### src/rtl/mem_access_stage_pkg.sv
// Shared MEM-stage definitions: access FSM states, alignment mask,
// MEM/WB payload and bubble control values.
package mem_access_stage_pkg;

    localparam int unsigned XLEN  = 64;
    localparam int unsigned REG_W = 5;

    typedef enum logic {
        IDLE   = 1'b0,
        ACCESS = 1'b1
    } state_t;

    localparam logic [2:0] DWORD_ALIGN_MASK = 3'b111;

    localparam logic BUBBLE_REGWRITE = 1'b0;
    localparam logic BUBBLE_MEMTOREG = 1'b0;

    typedef struct packed {
        logic [XLEN-1:0]  read_data;
        logic [XLEN-1:0]  result;
        logic [REG_W-1:0] rd;
        logic             reg_write;
        logic             mem_to_reg;
    } memwb_t;

    function automatic logic is_misaligned(input logic [XLEN-1:0] addr);
        return (addr[2:0] & DWORD_ALIGN_MASK) != 3'b000;
    endfunction

endpackage

### src/rtl/mem_access_stage_wb_reg.sv
// MEM/WB pipeline register; a bubble clears only the writeback controls
// and leaves the data fields holding their previous contents.
module mem_wb_reg
    import mem_access_stage_pkg::*;
(
    input  logic   clk,
    input  logic   reset,
    input  logic   load,
    input  logic   load_rdata,
    input  memwb_t d,
    output memwb_t q
);

    always_ff @(posedge clk or negedge reset) begin
        if (!reset) begin
            q <= '0;
        end else if (load) begin
            q.result     <= d.result;
            q.rd         <= d.rd;
            q.reg_write  <= d.reg_write;
            q.mem_to_reg <= d.mem_to_reg;
            if (load_rdata) begin
                q.read_data <= d.read_data;
            end
        end else begin
            q.reg_write  <= BUBBLE_REGWRITE;
            q.mem_to_reg <= BUBBLE_MEMTOREG;
        end
    end

endmodule

### src/rtl/mem_access_stage.sv
// MEM stage: doubleword load/store over a req/ack data memory with timeout,
// upstream stall, branch resolution and the MEM/WB register.
module mem_access_stage
    import mem_access_stage_pkg::*;
#(
    parameter int unsigned TIMEOUT_CYCLES = 16
) (
    input  logic             clk,
    input  logic             reset,
    input  logic [XLEN-1:0]  EXMEM_Result,
    input  logic [XLEN-1:0]  EXMEM_ReadData2,
    input  logic [XLEN-1:0]  EXMEM_out,
    input  logic [REG_W-1:0] EXMEM_inst2,
    input  logic             EXMEM_ZERO,
    input  logic             EXMEM_Branch,
    input  logic             EXMEM_MemRead,
    input  logic             EXMEM_MemWrite,
    input  logic             EXMEM_MemtoReg,
    input  logic             EXMEM_RegWrite,
    input  logic             dmem_ack,
    input  logic [XLEN-1:0]  dmem_rdata,
    output logic             dmem_req,
    output logic             dmem_we,
    output logic [XLEN-1:0]  dmem_addr,
    output logic [XLEN-1:0]  dmem_wdata,
    output logic             stall,
    output logic             PCSrc,
    output logic [XLEN-1:0]  branch_target,
    output logic             mem_err,
    output logic [XLEN-1:0]  MEMWB_ReadData,
    output logic [XLEN-1:0]  MEMWB_Result,
    output logic [REG_W-1:0] MEMWB_rd,
    output logic             MEMWB_RegWrite,
    output logic             MEMWB_MemtoReg
);

    localparam int unsigned       CNT_W    = $clog2(TIMEOUT_CYCLES);
    localparam logic [CNT_W-1:0]  CNT_LAST = CNT_W'(TIMEOUT_CYCLES - 1);

    state_t           state_q, state_d;
    logic [CNT_W-1:0] cnt_q, cnt_d;
    logic             err_q, err_d;
    logic             acc, ill, mis;
    logic             stall_c, req_c;
    logic             wb_load, wb_load_rdata;
    memwb_t           wb_d, wb_q;

    always_ff @(posedge clk or negedge reset) begin
        if (!reset) begin
            state_q <= IDLE;
            cnt_q   <= '0;
            err_q   <= 1'b0;
        end else begin
            state_q <= state_d;
            cnt_q   <= cnt_d;
            err_q   <= err_d;
        end
    end

    // Access decode, next state and MEM/WB load select.
    always_comb begin
        acc           = EXMEM_MemRead ^ EXMEM_MemWrite;
        ill           = EXMEM_MemRead & EXMEM_MemWrite;
        mis           = acc & is_misaligned(EXMEM_Result);
        state_d       = state_q;
        cnt_d         = cnt_q;
        err_d         = err_q;
        stall_c       = 1'b0;
        req_c         = 1'b0;
        wb_load       = 1'b0;
        wb_load_rdata = 1'b0;
        if (state_q == IDLE) begin
            if (acc && !mis) begin
                stall_c = 1'b1;
                state_d = ACCESS;
                cnt_d   = '0;
            end else if (ill || mis) begin
                err_d = 1'b1;
            end else begin
                wb_load = 1'b1;
            end
        end else begin
            req_c = 1'b1;
            // A same-cycle ack beats the timeout.
            if (dmem_ack) begin
                state_d       = IDLE;
                wb_load       = 1'b1;
                wb_load_rdata = EXMEM_MemRead;
            end else if (cnt_q == CNT_LAST) begin
                state_d = IDLE;
                err_d   = 1'b1;
            end else begin
                stall_c = 1'b1;
                cnt_d   = cnt_q + CNT_W'(1);
            end
        end
    end

    // Gated by reset so a mid-access reset drops request and stall at once.
    assign stall         = reset & stall_c;
    assign dmem_req      = reset & req_c;
    assign dmem_we       = dmem_req & EXMEM_MemWrite;
    assign dmem_addr     = EXMEM_Result;
    assign dmem_wdata    = EXMEM_ReadData2;
    assign PCSrc         = EXMEM_Branch & EXMEM_ZERO;
    assign branch_target = EXMEM_out;
    assign mem_err       = err_q;

    assign wb_d.read_data  = dmem_rdata;
    assign wb_d.result     = EXMEM_Result;
    assign wb_d.rd         = EXMEM_inst2;
    assign wb_d.reg_write  = EXMEM_RegWrite;
    assign wb_d.mem_to_reg = EXMEM_MemtoReg;

    mem_wb_reg u_mem_wb_reg (
        .clk        (clk),
        .reset      (reset),
        .load       (wb_load),
        .load_rdata (wb_load_rdata),
        .d          (wb_d),
        .q          (wb_q)
    );

    assign MEMWB_ReadData = wb_q.read_data;
    assign MEMWB_Result   = wb_q.result;
    assign MEMWB_rd       = wb_q.rd;
    assign MEMWB_RegWrite = wb_q.reg_write;
    assign MEMWB_MemtoReg = wb_q.mem_to_reg;

endmodule

### config.mk
export PLATFORM = sky130hd
export DESIGN_NAME = mem_access_stage
export DESIGN_NICKNAME = d
export VERILOG_FILES = /design/src/rtl/mem_access_stage_pkg.sv /design/src/rtl/mem_access_stage_wb_reg.sv /design/src/rtl/mem_access_stage.sv
export SDC_FILE = /design/constraint.sdc
export NUM_CORES = 1
export LEC_CHECK = 0
export ABC_AREA = 1
export BUFFER_PORTS_ARGS = -buffer_cell sky130_fd_sc_hd__buf_2
export CORE_AREA = 2 2 233 235
export DETAILED_ROUTE_END_ITERATION = 7
export DIE_AREA = 0 0 235 237
export GPL_TIMING_DRIVEN = 0
export SLEW_MARGIN = 20
export SYNTH_ARGS = -nofsm -noshare
export SYNTH_HDL_FRONTEND = slang
export SYNTH_HIERARCHICAL = 1
export SYNTH_SLANG_ARGS = --single-unit
### constraint.sdc
create_clock -name clk -period 1.7 [get_ports clk]
set_input_delay 0.255 -clock clk [delete_from_list [all_inputs] [get_ports clk]]
set_output_delay 0.255 -clock clk [all_outputs]
set_load 0.01 [all_outputs]
==> flow_summary.yaml, run 1 <==
global_routing:
  antenna_found_initial: 6
  grt_pass1_wl_um: 42480
  grt_max_degree: 74
  track_usage_pct: 10.26
  grt.overflow.total: 0
  grt_pass1_vias: 7383
clock_network:
  cts_inserted_buffers: 17
  cts_tree: "done"
  htreeDepth: 4
  cts.sinks: 141
  path_clk_slew_ns: 0.06
  clk_latency_ns: 0.47
  clockBufferDepth: 2
  cts_root_buffer: "clkbuf_16"
sta:
  worst_pin_slew_ns: 0.2475
  finalCriticalPeriod_ns: 1.862
  finClkSkew_ns: 0.007028
  rsz0062_at_grt: "yes"
  post-route-worst-setup-slack_ns: -0.1620
  slew_violations: 0
  max_slew_margin_pct: 83.50
  period_share_pct: 109.5
  max_freq_mhz: 537.0
  hold_violations: 0
  setup_viol: 3
synth:
  seq_area_frac_synth_pct: 49.19
  synth_area_um2: 7173
  ys_ff_latch: 141
  yosys.area.top_type: "dfrtp_1"
  syn_area_per_cell_um2: 8.642
  syn-instance-count: 830
  ys_types: 21
  syn_nets: 1102
  yosys.area.top_type_share_pct: 49.19
  synth_warnings: 6
  synth_area_leaders: "dfrtp_1 (49%), buf_4 (20%), nand2_1 (11%), nand3_1 (5.1%), o21ai_0 (4.8%)"
routing:
  drt_iter0_drc: 166
  wirelength_um: 29790
  firstDrtPassIters: 4
  vias: 7473
  detail-route-antenna-nets: 0
  vias_per_cell: 3.430
  drc: 0
  routedWlPerCell_um: 13.67
die:
  core-area_um2: 53280
  die-area_um2: 55700
  start_util_pct: 13.46
  top_level_ports: 602
  die_w_um: 235
  die_y_um: 237
  rows: 85
run:
  drv_cap: 0
worst_setup_path:
  criticalPathCategory: "register to output port"
  required_ns: 1.44
  crit_fanout: 2
  crit_path_end_kind: "output port"
  arrival_ns: 1.61
  crit_path_start_kind: "register"
  reg2reg_slack_ns: -0.02
final_layout:
  final_common_cell: "buf_2"
  final_layout_size_suffix_gt1_share_pct: 52.36
  final_nets: 1741
  layoutNonFillerInstCount: 2179
  final_cell_area_um2: 12900
  areaGrowthSynthToFinish_pct: 79.85
  final_cell_mix: "buf_2 (476), nand2_1 (211), buf_4 (208), dfrtp_1 (141), dlygate4sd3_1 (128)"
place:
  io_buffers: 473
  place_inst: 2000
  dp_hpwl_um: 21260
  dp_slack_ns: -1.149
  place_area_um2: 10450
  gp_congestion: 0.8072
pwr:
  ir_worst_vdd_v: 0.0007292
  power_density_nw_per_um2: 966.3
  power_leakage_nw: 7.161
outcome:
  violations: "negative setup slack"
  status: "complete, but fails checks"
worst_hold_path:
  hold_path.class: "primary input to register"
-- routing by layer --
metal,vias to the layer above,track usage (%),share of wire [%]
met5,-,0,0.18
met4,8,4.987,3.7
met3,48,4.010,8.4
met2,382,17.81,50
met1,3393,10.87,38
li1,3642,-,-
-- cells in the mapped netlist, drive strengths merged --
cell and count:
nor3 1, clkbuf 7, buf 221, o31ai 1
nand2 222, nand3b 1, o21ai 69, a21boi 1
clkinv 1, dfrtp 141, inv 82, nand3 74
nor2 7, ha 2
-- area by class of cell --
cell class                      instances  area, µm²
Antenna cell                            1      2.502
Buffer                                228       1807
Clock buffer                           17      425.4
Clock inverter                         15      235.2
Fill cell                            5759      40380
Inverter                               83      311.5
Multi-Input combinational cell        378       1742
Sequential cell                       141       3528
Tap cell                              696      870.8
Timing Repair Buffer                  620       3979
-- critical path: stages, from the launching register on --
cell	delay, ns
dfrtp_1	0.39
ha_2	0.20
nand2_2	0.08
inv_2	0.04
nand2_2	0.06
nand3b_4	0.08
a21boi_2	0.13
buf_2	0.15
-- flip-flops by register name (all words and copies together), names as in the netlist --
name,cells
cnt_q,4
mem_err,1
state_q,1
u_mem_wb_reg/q,135
-- cell families (layout without fill, tap and decap cells) --
logic type / count (synthesis) / after routing / synth area share, %
buffers and inverters: 311 / 963 / 27.56
adder cells (fa/ha/maj): 2 / 2 / 0.3488
AND/OR/NAND/NOR: 305 / 305 / 17.88
other: 0 / 1 / 0
flip-flops: 141 / 141 / 49.19
AO/OA/AOI/OAI: 71 / 71 / 5.024
-- what timing repair did --
action,4_1_cts,5_1_grt
hold endpoints to repair,195,105
pin swaps,4,1
hold buffers,124,9
gates resized for setup,32,48
endpoints found under the setup margin,138,122
buffers inserted,8,3
gates cloned,1,1
-- power by group --
part / leakage (nW) / switching, mW / internal, mW
Combinational: 5.05 / 1.92 / 1.77
Clock: 0.320 / 1.68 / 2.62
Sequential: 1.79 / 0.385 / 4.09
-- metrics by stage --
step / total power, mW / hold WS [ns] / setup TNS [ns] / util, %
6_report: 12.47 / 0.05693 / -0.1972 / 24.21
5_1_grt: 13.25 / 0.03308 / -3.613 / 24.21
4_1_cts: 12.59 / -0.3493 / -0.5731 / 23.57
3_5_place_dp: 7.805 / 0.2577 / -117.79 / 19.62
3_3_place_gp: 7.762 / 0.4503 / -408.62 / 19.55
2_1_floorplan: 6.132 / -0.04059 / 0 / -
-- path summary, 6_finish.rpt --
kind,from,to,cells after the start
max,cnt_q[1],stall,7
min,EXMEM_Result[46],u_mem_wb_reg/q[53],3
max reg2reg,state_q,u_mem_wb_reg/q[85],9
min reg2reg,u_mem_wb_reg/q[103],u_mem_wb_reg/q[103],2
max in group asynchronous,reset,cnt_q[3],5
min in group asynchronous,reset,u_mem_wb_reg/q[85],3
Note: power is estimated with default switching activity, not from simulation.
==> run 2, diff against run 1 <==
--- a/config.mk
+++ b/config.mk
@@ -11,8 +11,8 @@
 export DETAILED_ROUTE_END_ITERATION = 7
 export DIE_AREA = 0 0 235 237
 export GPL_TIMING_DRIVEN = 0
-export SLEW_MARGIN = 20
 export SYNTH_ARGS = -nofsm -noshare
 export SYNTH_HDL_FRONTEND = slang
 export SYNTH_HIERARCHICAL = 1
 export SYNTH_SLANG_ARGS = --single-unit
+export TNS_END_PERCENT = 1
==> constraint.sdc (replaced) <==
create_clock -name clk -period 1.7 [get_ports clk]
set_input_delay 0.255 -clock clk [delete_from_list [all_inputs] [get_ports clk]]
set_output_delay 0.255 -clock clk [all_outputs]
set_load 0.02 [all_outputs]
==> run 2 against run 1 <==
The flow finishes with violations (negative hold slack, negative setup slack); core utilization fell by 0.78 points; fmax fell by 0.26%; sequential power barely moved; final area fell by 3.2%; critical path depth did not move; clock power barely moved; non-clock buffer count fell by 18; first-iteration DRC count rose by 7.2%; global-route usage fell by 0.15 points; register-to-register slack got worse by 0.09 ns; clock skew fell by 0.0017 ns; critical path type unchanged.
==> flow_summary.yaml, run 2 (synthesized netlist as in run 1, its figures left out) <==
global_routing:
  grt_pass1_wl_um: 41940
  grt_pass1_vias: 7223
  antenna_found_initial: 5
  grt_max_degree: 73
  track_usage_pct: 10.11
  grt.overflow.total: 0
  use_met2_pct: 17.57
  busiest_layer: "met2"
  grtUsageMet1_pct: 10.87
  met3_usage_pct: 3.777
die:
  start_util_pct: 13.46
  die_w_um: 235
  core-area_um2: 53280
  die_y_um: 237
  die-area_um2: 55700
  rows: 85
  top_level_ports: 602
worst_setup_path:
  arrival_ns: 1.61
  crit_fanout: 2
  crit_path_end_kind: "output port"
  required_ns: 1.44
  criticalPathCategory: "register to output port"
  crit_path_start_kind: "register"
final_layout:
  largest_register_ffs: 135
  final-seq-area_um2: 3528
  final_layout_size_suffix_gt1_share_pct: 51.57
  top_regs: "u_mem_wb_reg/q x135, cnt_q x4"
  final_cell_mix: "buf_2 (481), nand2_1 (218), buf_4 (204), dfrtp_1 (141), dlygate4sd3_1 (121)"
  finish.utilization_pct: 23.43
  multiInputGateArea_um2: 1700
  final_common_cell: "buf_2"
  final_cell_area_um2: 12480
  final.fill_count: 5826
  areaGrowthSynthToFinish_pct: 74.05
  final_nets: 1723
  top_register: "u_mem_wb_reg/q"
  layoutNonFillerInstCount: 2161
routing:
  drt_iter0_drc: 178
  vias: 7390
  vias_per_cell: 3.420
  detail-route-antenna-nets: 0
  firstDrtPassIters: 4
  wirelength_um: 28460
  drc: 0
  routedWlPerCell_um: 13.17
place:
  gp_congestion: 0.8072
  place_area_um2: 10450
  io_buffers: 473
  place_inst: 2000
  dp_slack_ns: -1.152
  dp_hpwl_um: 21270
clock_network:
  clockBufferDepth: 2
  clk_latency_ns: 0.47
  cts.sinks: 141
  ctsHoldBuffers: 121
  cts_root_buffer: "clkbuf_16"
  path_clk_slew_ns: 0.06
  htreeDepth: 4
  cts_tree: "done"
  cts_inserted_buffers: 17
sta:
  worst_pin_slew_ns: 0.4373
  max_freq_mhz: 535.6
  hold_violations: 72
  whs_ns: -0.3527
  finClkSkew_ns: 0.005358
  rsz0062_at_grt: "yes"
  max_slew_margin_pct: 70.85
  setup_viol: 62
  period_share_pct: 109.8
  post-route-worst-setup-slack_ns: -0.1669
  finalCriticalPeriod_ns: 1.867
  tns_ns: -2.239
  slew_violations: 0
worst_hold_path:
  hold_path.class: "primary input to async pin"
pwr:
  p_int_mw: 8.368
  power_mw: 13.04
  ir_worst_vdd_v: 0.0007235
  p_sw_share_pct: 35.84
  pwr-share-clk_pct: 32.9
  p_comb_share_pct: 32.8
  p_sw_mw: 4.675
  power_leakage_nw: 6.990
  power_density_nw_per_um2: 1045
  p_seq_share_pct: 34.2
run:
  drv_cap: 0
outcome:
  violations: "negative hold slack, negative setup slack"
  status: "complete, but fails checks"
[run 2: cell count changes in the layout (fill, tap and decap cells not counted), sizes merged]
cell	change
buf	-12
clkbuf	+2
bufbuf	-1
dlygate4sd3	-7
[run 2: metal layers]
layer,wire length (µm),up-vias
met3,2327,34
met5,55,-
met1,10910,3364
li1,-,3604
met4,688,8
met2,14480,380
[run 2: worst paths after layout]
check | start | endpoint | slack (ns) | cells after the start
max reg2reg | state_q | u_mem_wb_reg/q[90] | -0.11 | 7
min | reset | u_mem_wb_reg/q[128] | -0.35 | 1
max | cnt_q[0] | stall | -0.17 | 7
min in group clk | EXMEM_Result[46] | u_mem_wb_reg/q[53] | 0.05 | 3
max in group asynchronous | reset | mem_err | 1.31 | 2
min reg2reg | u_mem_wb_reg/q[125] | u_mem_wb_reg/q[125] | 0.46 | 2
[run 2: power groups by stage]
stage	Clock [mW]	Sequential (mW)	Combinational [mW]
floorplan	0	5.43	1.46
global placement	0	4.49	4.03
detailed placement	0	4.50	4.07
CTS	4.52	4.46	4.32
global route	4.62	4.56	4.64
finish	4.30	4.46	4.28
[run 2: area by class of cell]
class,count,share of cell area (%)
sequential,141,28.26
timing repair buffer,602,29.55
multi-input combinational,378,13.62
antenna,1,0.02004
buffer,228,13.78
clock inverter,15,1.884
tap,696,6.975
inverter,83,2.495
clock buffer,17,3.407
[run 2: worst max-delay path, cell delays in order, from the launching register on]
cell      delay, ns
dfrtp_1        0.39
ha_2           0.19
nand2_2        0.08
inv_2          0.04
nand2_2        0.06
nand3b_4       0.08
a21boi_2       0.15
buf_6          0.14
[run 2: what timing repair did]
action / 4_1_cts / 5_1_grt
setup endpoints to repair: 138 / 134
gates cloned: 0 / 0
setup buffers: 7 / 0
pin swaps: 3 / 0
hold endpoints to repair: 192 / 71
resized for setup: 23 / 15
==> run 3, diff against run 2 <==
--- a/config.mk
+++ b/config.mk
@@ -15,4 +15,4 @@
 export SYNTH_HDL_FRONTEND = slang
 export SYNTH_HIERARCHICAL = 1
 export SYNTH_SLANG_ARGS = --single-unit
-export TNS_END_PERCENT = 1
+export TNS_END_PERCENT = 50
==> run 3 against run 2 <==
The flow finishes with violations (negative setup slack); fmax is 0.74% lower; sequential power is 2% higher; first-iteration DRC count is 18% higher; die area stayed put; via count is 5.5% higher; combinational power is 15% higher; largest power group is now combinational cells; clock skew hardly changed; core utilization is 2.4 points higher; non-clock buffer count is 35 higher.
==> flow_summary.yaml, run 3 (synthesized netlist as in run 1, its figures left out) <==
worst_setup_path:
  crit_fanout: 2
  criticalPathCategory: "register to output port"
  arrival_ns: 1.63
  critPathBufInv: 2
  crit_path_end_kind: "output port"
  slowest_stage: "dfrtp_1"
  required_ns: 1.44
  cp_top_family: "flip-flops"
  critical-path-max-stage-delay_ns: 0.39
  crit_path_start_kind: "register"
  crit_top_cell: "nand2_2"
  cp_cell_sequence: "ha_2 -> nand2_2 -> inv_2 -> nand2_2 -> nand3b_4 -> a21boi_2 -> buf_6"
routing:
  detail-route-antenna-nets: 0
  vias_per_cell: 3.546
  vias: 7798
  firstDrtPassIters: 6
  wirelength_um: 33450
  routedWlPerCell_um: 15.21
  drc: 0
  drt_iter0_drc: 210
run:
  drv_cap: 0
outcome:
  status: "complete, but fails checks"
  violations: "negative setup slack"
pwr:
  ir_worst_vdd_v: 0.0007342
  p_seq_share_pct: 32.9
  p_comb_share_pct: 35.8
  p_int_mw: 8.782
  p_sw_mw: 4.998
  power_mw: 13.78
  power_leakage_nw: 7.416
  pwr-share-clk_pct: 31.3
  power_density_nw_per_um2: 999.5
  p_sw_share_pct: 36.27
worst_hold_path:
  hold_path.class: "primary input to register"
final_layout:
  layoutNonFillerInstCount: 2199
  areaGrowthSynthToFinish_pct: 92.20
  final_nets: 1761
  final_common_cell: "buf_2"
  final_cell_mix: "buf_2 (474), buf_4 (207), nand2_1 (174), dfrtp_1 (141), dlygate4sd3_1 (125)"
  top_regs: "u_mem_wb_reg/q x135, cnt_q x4"
  top_register: "u_mem_wb_reg/q"
  final_cell_area_um2: 13790
  finish.utilization_pct: 25.88
  final_layout_size_suffix_gt1_share_pct: 57.86
  largest_register_ffs: 135
clock_network:
  clockBufferDepth: 2
  cts_tree: "done"
  cts_inserted_buffers: 17
  path_clk_slew_ns: 0.07
  htreeDepth: 4
  cts.sinks: 141
  cts_root_buffer: "clkbuf_16"
  clk_latency_ns: 0.47
global_routing:
  grt_pass1_vias: 7246
  grt_max_degree: 73
  antenna_found_initial: 6
  grt_pass1_wl_um: 42010
  track_usage_pct: 10.12
  grt.overflow.total: 0
place:
  place_inst: 2000
  dp_hpwl_um: 21270
  io_buffers: 473
  dp_slack_ns: -1.152
  place_area_um2: 10450
  gp_congestion: 0.8072
sta:
  rsz0062_at_grt: "yes"
  finClkSkew_ns: 0.004956
  max_freq_mhz: 531.7
  finalCriticalPeriod_ns: 1.881
  worst_pin_slew_ns: 0.2809
  post-route-worst-setup-slack_ns: -0.1809
  setup_viol: 35
  hold_violations: 0
  period_share_pct: 110.6
  slew_violations: 0
  max_slew_margin_pct: 81.27
die:
  rows: 85
  die_y_um: 237
  core-area_um2: 53280
  start_util_pct: 13.46
  top_level_ports: 602
  die_w_um: 235
  die-area_um2: 55700
## run 3: timing repair
item,in CTS,in global routing
gates cloned,0,20
buffers inserted,8,9
setup endpoints to repair,138,128
endpoints found under the hold margin,192,141
hold buffers,121,9
resized for setup,35,157
pin swaps,4,35
## run 3: power by group through the flow
stage               Clock (mW)  Combinational [mW]  Sequential [mW]
floorplan                    0                1.46             5.43
global placement             0                4.03             4.49
detailed placement           0                4.07             4.50
CTS                       4.52                4.35             4.46
global route              4.62                5.29             4.63
finish                    4.32                4.93             4.53
## run 3: through the flow
| stage | setup TNS [ns] | hold WS (ns) |
|---|---|---|
| detailed placement | -118.81 | 0.3226 |
| CTS | -0.7045 | -0.3769 |
| global route | -7.041 | 0.001595 |
| global placement | -408.72 | 0.4503 |
| floorplan | 0 | -0.04059 |
| finish | -0.5949 | 0.03542 |
## run 3: worst paths after layout
| check | start | to | slack [ns] | cells past startpoint |
|---|---|---|---|---|
| max | cnt_q[1] | stall | -0.18 | 7 |
| min | dmem_rdata[30] | u_mem_wb_reg/q[101] | 0.04 | 3 |
| max reg2reg | state_q | u_mem_wb_reg/q[96] | -0.03 | 9 |
| min reg2reg | u_mem_wb_reg/q[125] | u_mem_wb_reg/q[125] | 0.47 | 2 |
| max in group asynchronous | reset | mem_err | 0.82 | 5 |
| min in group asynchronous | reset | u_mem_wb_reg/q[51] | 0.37 | 3 |
## run 3: area by class of cell
| cell class | count | area, µm² |
|---|---|---|
| Multi-Input combinational cell | 381 | 2135 |
| Inverter | 83 | 311.5 |
| Timing Repair Buffer | 638 | 4400 |
| Sequential cell | 141 | 3528 |
| Antenna cell | 1 | 2.502 |
| Clock inverter | 15 | 235.2 |
| Buffer | 227 | 1878 |
| Fill cell | 5652 | 39500 |
| Clock buffer | 17 | 425.4 |
| Tap cell | 696 | 870.8 |
## run 3: tightest hold or removal path, cell delays in order
cell and delay, ns:
buf_2 0.10, nand3_2 0.07, nand2_1 0.05
## run 3: metal layers
layer  share of wire (%)  vias up  GRT usage (%)  wire (µm)
met5                0.16        -              0         54
met4                 2.9        8          4.699        968
li1                    -     3699              -          -
met3                 6.8       49          3.777       2287
met1                  39     3634          10.86      13040
met2                  51      408          17.61      17100
